## src/rtl/mips_ctrl_alu_unit.sv

```systemverilog
// rtl/mips_ctrl_alu_unit.sv - main control decoder, ALU control decoder and 32-bit ALU with registered outputs
//
// Purpose: decodes the ID-stage opcode into datapath control bits and, in
// parallel, decodes ALUOp/funct for the EX stage and evaluates the ALU. Every
// output is a flop on clock_in, so all results appear one cycle after their
// inputs.
//
// Optional build macro: IMM_ARITH_EN (adds addi/ori decode; ALUOp 11 becomes or).
//
// Ports:
//   clock_in   - clock, rising edge
//   reset      - synchronous, active-low reset
//   op_code    - instruction[31:26] from IF/ID
//   ex_alu_op  - ALUOp held in ID/EX
//   funct      - instruction[5:0] held in ID/EX
//   input1     - ALU operand A
//   input2     - ALU operand B
//   jump, reg_dst, alu_src, mem_to_reg, reg_write, mem_read, mem_write,
//   branch, alu_op - registered main-decode control outputs
//   alu_ctr    - registered decoded ALU operation (observation only)
//   alu_res    - registered ALU result
//   zero       - registered (alu_res == 0)
module mips_ctrl_alu_unit #(
    parameter int WIDTH = 32
) (
    input  logic             clock_in,
    input  logic             reset,
    input  logic [5:0]       op_code,
    input  logic [1:0]       ex_alu_op,
    input  logic [5:0]       funct,
    input  logic [WIDTH-1:0] input1,
    input  logic [WIDTH-1:0] input2,
    output logic             jump,
    output logic             reg_dst,
    output logic             alu_src,
    output logic             mem_to_reg,
    output logic             reg_write,
    output logic             mem_read,
    output logic             mem_write,
    output logic             branch,
    output logic [1:0]       alu_op,
    output logic [3:0]       alu_ctr,
    output logic [WIDTH-1:0] alu_res,
    output logic             zero
);

    localparam logic [5:0] OP_RTYPE = 6'b000000;
    localparam logic [5:0] OP_LW    = 6'b100011;
    localparam logic [5:0] OP_SW    = 6'b101011;
    localparam logic [5:0] OP_BEQ   = 6'b000100;
    localparam logic [5:0] OP_J     = 6'b000010;
`ifdef IMM_ARITH_EN
    localparam logic [5:0] OP_ADDI  = 6'b001000;
    localparam logic [5:0] OP_ORI   = 6'b001101;
`endif

    localparam logic [3:0] ALU_AND = 4'b0000;
    localparam logic [3:0] ALU_OR  = 4'b0001;
    localparam logic [3:0] ALU_ADD = 4'b0010;
    localparam logic [3:0] ALU_SUB = 4'b0110;
    localparam logic [3:0] ALU_SLT = 4'b0111;
    localparam logic [3:0] ALU_NOR = 4'b1100;

    logic             jump_d, reg_dst_d, alu_src_d, mem_to_reg_d;
    logic             reg_write_d, mem_read_d, mem_write_d, branch_d;
    logic [1:0]       alu_op_d;
    logic [3:0]       alu_ctr_d;
    logic [WIDTH-1:0] alu_res_d;
    logic             zero_d;

    logic             jump_q, reg_dst_q, alu_src_q, mem_to_reg_q;
    logic             reg_write_q, mem_read_q, mem_write_q, branch_q;
    logic [1:0]       alu_op_q;
    logic [3:0]       alu_ctr_q;
    logic [WIDTH-1:0] alu_res_q;
    logic             zero_q;

    // Main decode: unknown opcodes fall through to all-zero (a nop).
    always_comb begin
        jump_d       = 1'b0;
        reg_dst_d    = 1'b0;
        alu_src_d    = 1'b0;
        mem_to_reg_d = 1'b0;
        reg_write_d  = 1'b0;
        mem_read_d   = 1'b0;
        mem_write_d  = 1'b0;
        branch_d     = 1'b0;
        alu_op_d     = 2'b00;
        case (op_code)
            OP_RTYPE: begin
                reg_dst_d   = 1'b1;
                reg_write_d = 1'b1;
                alu_op_d    = 2'b10;
            end
            OP_LW: begin
                alu_src_d    = 1'b1;
                mem_to_reg_d = 1'b1;
                reg_write_d  = 1'b1;
                mem_read_d   = 1'b1;
            end
            OP_SW: begin
                alu_src_d   = 1'b1;
                mem_write_d = 1'b1;
            end
            OP_BEQ: begin
                branch_d = 1'b1;
                alu_op_d = 2'b01;
            end
            OP_J: jump_d = 1'b1;
`ifdef IMM_ARITH_EN
            OP_ADDI: begin
                alu_src_d   = 1'b1;
                reg_write_d = 1'b1;
            end
            OP_ORI: begin
                alu_src_d   = 1'b1;
                reg_write_d = 1'b1;
                alu_op_d    = 2'b11;
            end
`endif
            default: ;
        endcase
    end

    // ALU control decode.
    always_comb begin
        alu_ctr_d = ALU_AND;
        case (ex_alu_op)
            2'b00: alu_ctr_d = ALU_ADD;
            2'b01: alu_ctr_d = ALU_SUB;
            2'b10: begin
                case (funct)
                    6'b100000: alu_ctr_d = ALU_ADD;
                    6'b100010: alu_ctr_d = ALU_SUB;
                    6'b100100: alu_ctr_d = ALU_AND;
                    6'b100101: alu_ctr_d = ALU_OR;
                    6'b101010: alu_ctr_d = ALU_SLT;
                    6'b100111: alu_ctr_d = ALU_NOR;
                    default:   alu_ctr_d = ALU_AND;
                endcase
            end
`ifdef IMM_ARITH_EN
            default: alu_ctr_d = ALU_OR;
`else
            default: alu_ctr_d = ALU_SUB;
`endif
        endcase
    end

    // ALU works from the freshly decoded alu_ctr_d, not the registered copy.
    always_comb begin
        alu_res_d = '0;
        case (alu_ctr_d)
            ALU_AND: alu_res_d = input1 & input2;
            ALU_OR:  alu_res_d = input1 | input2;
            ALU_ADD: alu_res_d = input1 + input2;
            ALU_SUB: alu_res_d = input1 - input2;
            ALU_SLT: alu_res_d = {{(WIDTH-1){1'b0}}, ($signed(input1) < $signed(input2))};
            ALU_NOR: alu_res_d = ~(input1 | input2);
            default: alu_res_d = '0;
        endcase
        zero_d = (alu_res_d == '0);
    end

    always_ff @(posedge clock_in) begin
        if (!reset) begin
            jump_q       <= 1'b0;
            reg_dst_q    <= 1'b0;
            alu_src_q    <= 1'b0;
            mem_to_reg_q <= 1'b0;
            reg_write_q  <= 1'b0;
            mem_read_q   <= 1'b0;
            mem_write_q  <= 1'b0;
            branch_q     <= 1'b0;
            alu_op_q     <= 2'b00;
            alu_ctr_q    <= 4'b0000;
            alu_res_q    <= '0;
            zero_q       <= 1'b0;
        end else begin
            jump_q       <= jump_d;
            reg_dst_q    <= reg_dst_d;
            alu_src_q    <= alu_src_d;
            mem_to_reg_q <= mem_to_reg_d;
            reg_write_q  <= reg_write_d;
            mem_read_q   <= mem_read_d;
            mem_write_q  <= mem_write_d;
            branch_q     <= branch_d;
            alu_op_q     <= alu_op_d;
            alu_ctr_q    <= alu_ctr_d;
            alu_res_q    <= alu_res_d;
            zero_q       <= zero_d;
        end
    end

    assign jump       = jump_q;
    assign reg_dst    = reg_dst_q;
    assign alu_src    = alu_src_q;
    assign mem_to_reg = mem_to_reg_q;
    assign reg_write  = reg_write_q;
    assign mem_read   = mem_read_q;
    assign mem_write  = mem_write_q;
    assign branch     = branch_q;
    assign alu_op     = alu_op_q;
    assign alu_ctr    = alu_ctr_q;
    assign alu_res    = alu_res_q;
    assign zero       = zero_q;

endmodule

```

## config.mk

```make
export PLATFORM = sky130hd
export DESIGN_NAME = mips_ctrl_alu_unit
export DESIGN_NICKNAME = d
export VERILOG_FILES = /design/src/rtl/mips_ctrl_alu_unit.sv
export SDC_FILE = /design/constraint.sdc
export NUM_CORES = 1
export LEC_CHECK = 0
export CAP_MARGIN = 20
export CORE_MARGIN = 5
export CORE_UTILIZATION = 55
export CTS_BUF_LIST = sky130_fd_sc_hd__clkbuf_4 sky130_fd_sc_hd__clkbuf_8
export DETAILED_ROUTE_END_ITERATION = 16
export PLACE_DENSITY = 0.83
export SETUP_SLACK_MARGIN = 0.4
export SYNTH_ARGS = -nofsm -noshare
export SYNTH_HDL_FRONTEND = slang
export SYNTH_SLANG_ARGS = --single-unit
```

## constraint.sdc

```tcl
create_clock -name clock_in -period 8.95 [get_ports clock_in]
set_input_delay 1.79 -clock clock_in [delete_from_list [all_inputs] [get_ports clock_in]]
set_output_delay 1.79 -clock clock_in [all_outputs]
set_load 0.05 [all_outputs]
```

### Yosys cells after proc, flatten, opt, wreduce, memory -nomap -nowiden

Cells that the tools add are included.

* bits in registers: 46
* bits of input ports: 80
* output and inout bits: 47
* logic and storage cells: 49

* $add $sub $neg: 2
* order comparisons: 1
* equality and inequality tests: 15
* muxes and demuxes: 11
* bitwise logic cells: 3
* reductions and logical operators: 6

Operators by type and width (number)
* case mux 32 bit (6 select lines): 1
* equality test 6 bit (second input constant): 7
* adder 32 bit: 1
* AND 32 bit: 1
* logical NOT 32 bit: 1
* < comparator 32 bit: 1
* NOT 32 bit: 1
* OR 32 bit: 1
* subtractor 32 bit: 1
* case mux 4 bit (5 select lines): 1
* equality test 4 x 3 -> 1 bit (second input constant): 2
* case mux 4 bit (2 select lines): 1
* two-way mux 1 bit: 7
* equality test 6 x 2 -> 1 bit (second input constant): 1
* equality test 6 x 3 -> 1 bit (second input constant): 1
* logical NOT 6 bit: 1
* equality test 4 x 1 -> 1 bit (second input constant): 1
* equality test 4 x 2 -> 1 bit (second input constant): 1
* equality test 4 bit (second input constant): 1
* logical NOT 4 bit: 1
* case mux 2 bit (2 select lines): 1
* OR reduction 2 bit: 2
* equality test 2 bit (second input constant): 1
* logical NOT 2 bit: 1

### Longest topological paths before layout

* depth in word-level cells: 6
* depth in mapped cells: 14
* depth with buffers taken out: 14

### Worst setup path after synthesis

Ideal clock, no wire load.

* path kind: input -> register
* start: input port input1[0]
* end: register zero_q (netlist: zero)
* setup time: 0.088 ns
* data arrival time: 4.837 ns
* data required time: 8.862 ns
* setup slack: 4.026 ns
* cell stages on the path: 14
* buffers on the path: 0
* path through: inv_1 ha_1 fa_1 or2_4 a2111oi_4 o21ai_2 a221o_1 a222oi_1 o2111ai_1 nor4_1 nand4_1 nor4_1 nand4b_1 nor4_2

* cells in the longest elaborated chain, start to end: 4
* elaborated cells on any way between the ends: 8
* classes of those cells: 2 x add/sub; 1 x order compare; 1 x mux; 3 x bitwise; 1 x reduce/logical

RTL lines
* start, declared: RTL line 31 `input logic [WIDTH-1:0] input1,`
* branches (longest 2 deep; another with subtractor 32 bit)
* case mux 32 bit (6 select lines) *: RTL line 153 `case (alu_ctr_d)`
* logical NOT 32 bit *: RTL line 162 `zero_d = (alu_res_d == '0);`
* end signal, assigned: RTL line 191 `zero_q <= zero_d;`
* end, declared: RTL line 76 `logic zero_q;`

Mark *: on every way between the ends.
A chain may end at the register's enable or synchronous reset.

### Worst setup path in the final report

* start: input port funct[5]
* end: register zero_q (netlist: zero)

* cells in the longest elaborated chain, start to end: 6
* elaborated cells on any way between the ends: 15
* classes of those cells: 10 x eq/ne; 3 x mux; 2 x reduce/logical

RTL lines
* start, declared: RTL line 30 `input logic [5:0] funct,`
* equality test 6 bit: RTL line 132 `case (funct)`
* case mux 4 bit (5 select lines) *: RTL line 132
* case mux 4 bit (2 select lines) *: RTL line 128 `case (ex_alu_op)`
* equality test 4 bit, or another cell as far along: RTL line 153
* case mux 32 bit (6 select lines) *: RTL line 153
* logical NOT 32 bit *: RTL line 162

Mark *: on every way between the ends. The rest lies on a longest branch, timed or not.

==> summary.md <==
| Metric | Value |
|---|---|
| Outcome | `finished, final reports clean` |
| Worst path max stage delay | `680 ps` |
| Post-route ant nets | `0` |
| Gr ovfl total | `0` |
| Commonest non-fill, non-tap cells in the layout | `clkdlybuf4s50_1 (125), ha_1 (104), inv_1 (93)` |
| Hold_buf cts | `0` |
| Combinational fraction of design power | `0.588` |
| CTS buffer count | `5` |
| Routability cong. | `0.976` |
| Cell taking the most area after synthesis | `ha_1` |
| Post-cts repair resize count | `0` |
| Main synth FF type | `dfxtp_1` |
| Max Root-Sink Buffers | `2` |
| Area Overhead vs Synth | `20.2%` |
| CTS tree | `done` |
| Vias per inst | `6.41` |
| Fmax | `168 MHz` |
| I/O Pins | `127` |
| Worst-path clk slew | `100 ps` |
| Die span in y | `122 µm` |
| Final setup violation count | `0` |
| Vias in the first global route | `7104` |
| Leak | `3.51 nW` |
| Slew Viols, Final | `0` |
| Crit-path max FO | `27` |
| Register area share after synthesis | `0.130` |
| Worst path bufs/invs | `2` |
| Cell Area, Synth | `6930 µm²` |
| Mean post-synth cell area | `7.33 µm²` |
| Peak supply drop | `0.0496 mV` |
| Slew headroom | `0.354` |
| Total inserted antenna cells | `0` |
| Drt total wl | `22600 µm` |
| Via count | `7701` |
| Final routed DRC violation total | `0` |
| Period utilization | `0.664` |
| Fraction of registers with async set/reset | `0` |
| Top-area cell type share of the netlist area | `0.188` |
| Least-Margin Pin Slew | `963 ps` |
| Non-filler cells in the finished layout | `1202` |
| Post-CTS Setup Bufs | `0` |
| Clock Power Share | `0.165` |
| First-pass GRT wire length | `35500 µm` |
| Initial core utilization | `0.556` |
| Nets@finish | `1215` |
| CTS root buf | `clkbuf_8` |
| Pre-CTS setup slack | `2820 ps` |
| Row count | `41` |
| Core footprint | `12500 µm²` |
| Post-synthesis register bit count | `45` |
| Number of synthesized flops with an enable pin | `0` |
| Slowest CP cell | `nor2b_1` |
| Crit start category | `input pin` |
| IO Port Bufs | `126` |
| Crit end category | `flip-flop` |
| Crit path DAT | `6180 ps` |
| DR pass1 iterations | `7` |
| Number of max-cap violations | `0` |
| Final min period | `5940 ps` |
| Pwr dens | `108 nW/µm²` |
| Num Clock Sinks | `45` |
| P_int | `0.474 mW` |
| Hold_ws | `2080 ps` |
| Setup WS post-layout | `3010 ps` |
| Hold Path Class | `input pin to flip-flop` |
| WP data required | `9190 ps` |
| Synth warn | `0` |
| Die W | `122 µm` |
| Post-DP HPWL | `17300 µm` |
| Top area cells in the synthesized netlist | `ha_1 (19%), dfxtp_1 (13%), a21oi_1 (5.6%), inv_1 (5.0%), nor2_1 (4.9%)` |
| Delay-heaviest family, CP | `simple AND/OR/NAND/NOR gates` |
| RSZ-0062 raised after global routing | `no` |
| Post-placement cell count | `1194` |
| Sw Share | `0.475` |
| Setup TNS | `0 ps` |
| P_sw | `0.429 mW` |
| Most common cell after layout, fill and taps aside | `clkdlybuf4s50_1` |
| Worst Setup Path Type | `input pin to flip-flop` |
| Hold Vio Cnt, Final | `0` |
| Seq pwr share | `0.247` |
| Largest net degree at the start of global routing | `44` |
| Wire length per cell | `18.8 µm` |
| H-tree levels | `2` |
| Synthesized Nets | `1131` |
| Post-Synthesis Cells | `945` |
| DR iter-0 viols | `1109` |
| Layout cells sized above 1 | `0.0466` |
| Initial antenna violation count | `0` |
| Cell mode on critical path | `nor4_1` |
| Yosys cell types | `86` |
| CP cell instances | `clkdlybuf4s50_1 -> nor2b_1 -> a31oi_1 -> and2_1 -> buf_4 -> a221o_1 -> a211oi_1 -> o21ai_0 -> nor4_1 -> nand4_1 -> nor4_1 -> nand4b_1 -> nor4_2` |
| GRT Total Usage | `0.293` |
| Die area | `14900 µm²` |
Yosys cell counts (10+ instances only):
master,n
a211oi_1,14
a21o_1,15
a21oi_1,78
a22oi_1,18
a31oi_1,10
and2_1,18
clkbuf_1,40
dfxtp_1,45
ha_1,104
inv_1,93
nand2_1,44
nand3_1,17
nand4_1,15
nor2_1,90
nor2b_1,14
nor3_1,23
nor4_1,15
o211ai_1,13
o21ai_0,39
o31ai_1,11
xnor2_1,38
stage by stage:
stage                      util  total power, mW  area [µm²]
final                     0.668            0.904        8330
after detailed placement  0.661            0.745        8240
after global placement    0.661            0.742        8240
after CTS                 0.668            0.893        8330
after global routing      0.668            0.951        8330
after floorplan               -            0.582        6930
metal layers:
layer | track usage | vias to the layer above | wire length (µm)
li1 | - | 3599 | -
met1 | 0.399 | 3492 | 9430
met2 | 0.475 | 526 | 9960
met3 | 0.0479 | 84 | 2560
met4 | 0.0896 | 0 | 683
met5 | 0 | - | 0
kinds of logic after synthesis:
logic type	after synthesis	share of synthesized area
XOR/XNOR	41	0.0518
multiplexers	7	0.0103
AO/OA/AOI/OAI	308	0.313
adder cells (fa/ha/maj)	106	0.194
flip-flops	45	0.130
AND/OR/NAND/NOR	287	0.213
buffers and inverters	151	0.0881
state kept, by name, summed over array words and instances (netlist names):
register   flops
branch         1
alu_ctr        4
reg_dst        1
zero           1
reg_write      1
alu_res       32
jump           1
alu_src        1
mem_read       1
mem_write      1
alu_op         1
power by group through the flow:
stage	clock, mW	sequential, mW	combinational [mW]
5_1_grt	0.157	0.225	0.569
2_1_floorplan	0	0.291	0.292
6_report	0.149	0.223	0.531
3_3_place_gp	0	0.227	0.515
4_1_cts	0.150	0.223	0.520
3_5_place_dp	0	0.228	0.517
tightest hold or removal path: stages:
cell and delay (ps):
clkdlybuf4s50_1 410, nand2_1 90, nor3_1 60
cell type report:
class	count	area, µm²
Clock buffer	5	68.8
Clock inverter	3	25.0
Fill cell	1130	4140
Inverter	95	357
Multi-Input combinational cell	749	5460
Sequential cell	45	901
Tap cell	172	215
Timing Repair Buffer	133	1310
worst paths after layout:
| check | start | end | slack, ps | cells after the start |
|---|---|---|---|---|
| worst max-delay path | funct[5] | zero | 3010 | 13 |
| worst min-delay path | op_code[0] | alu_src | 2080 | 3 |
(Power assumes the default switching activity.)
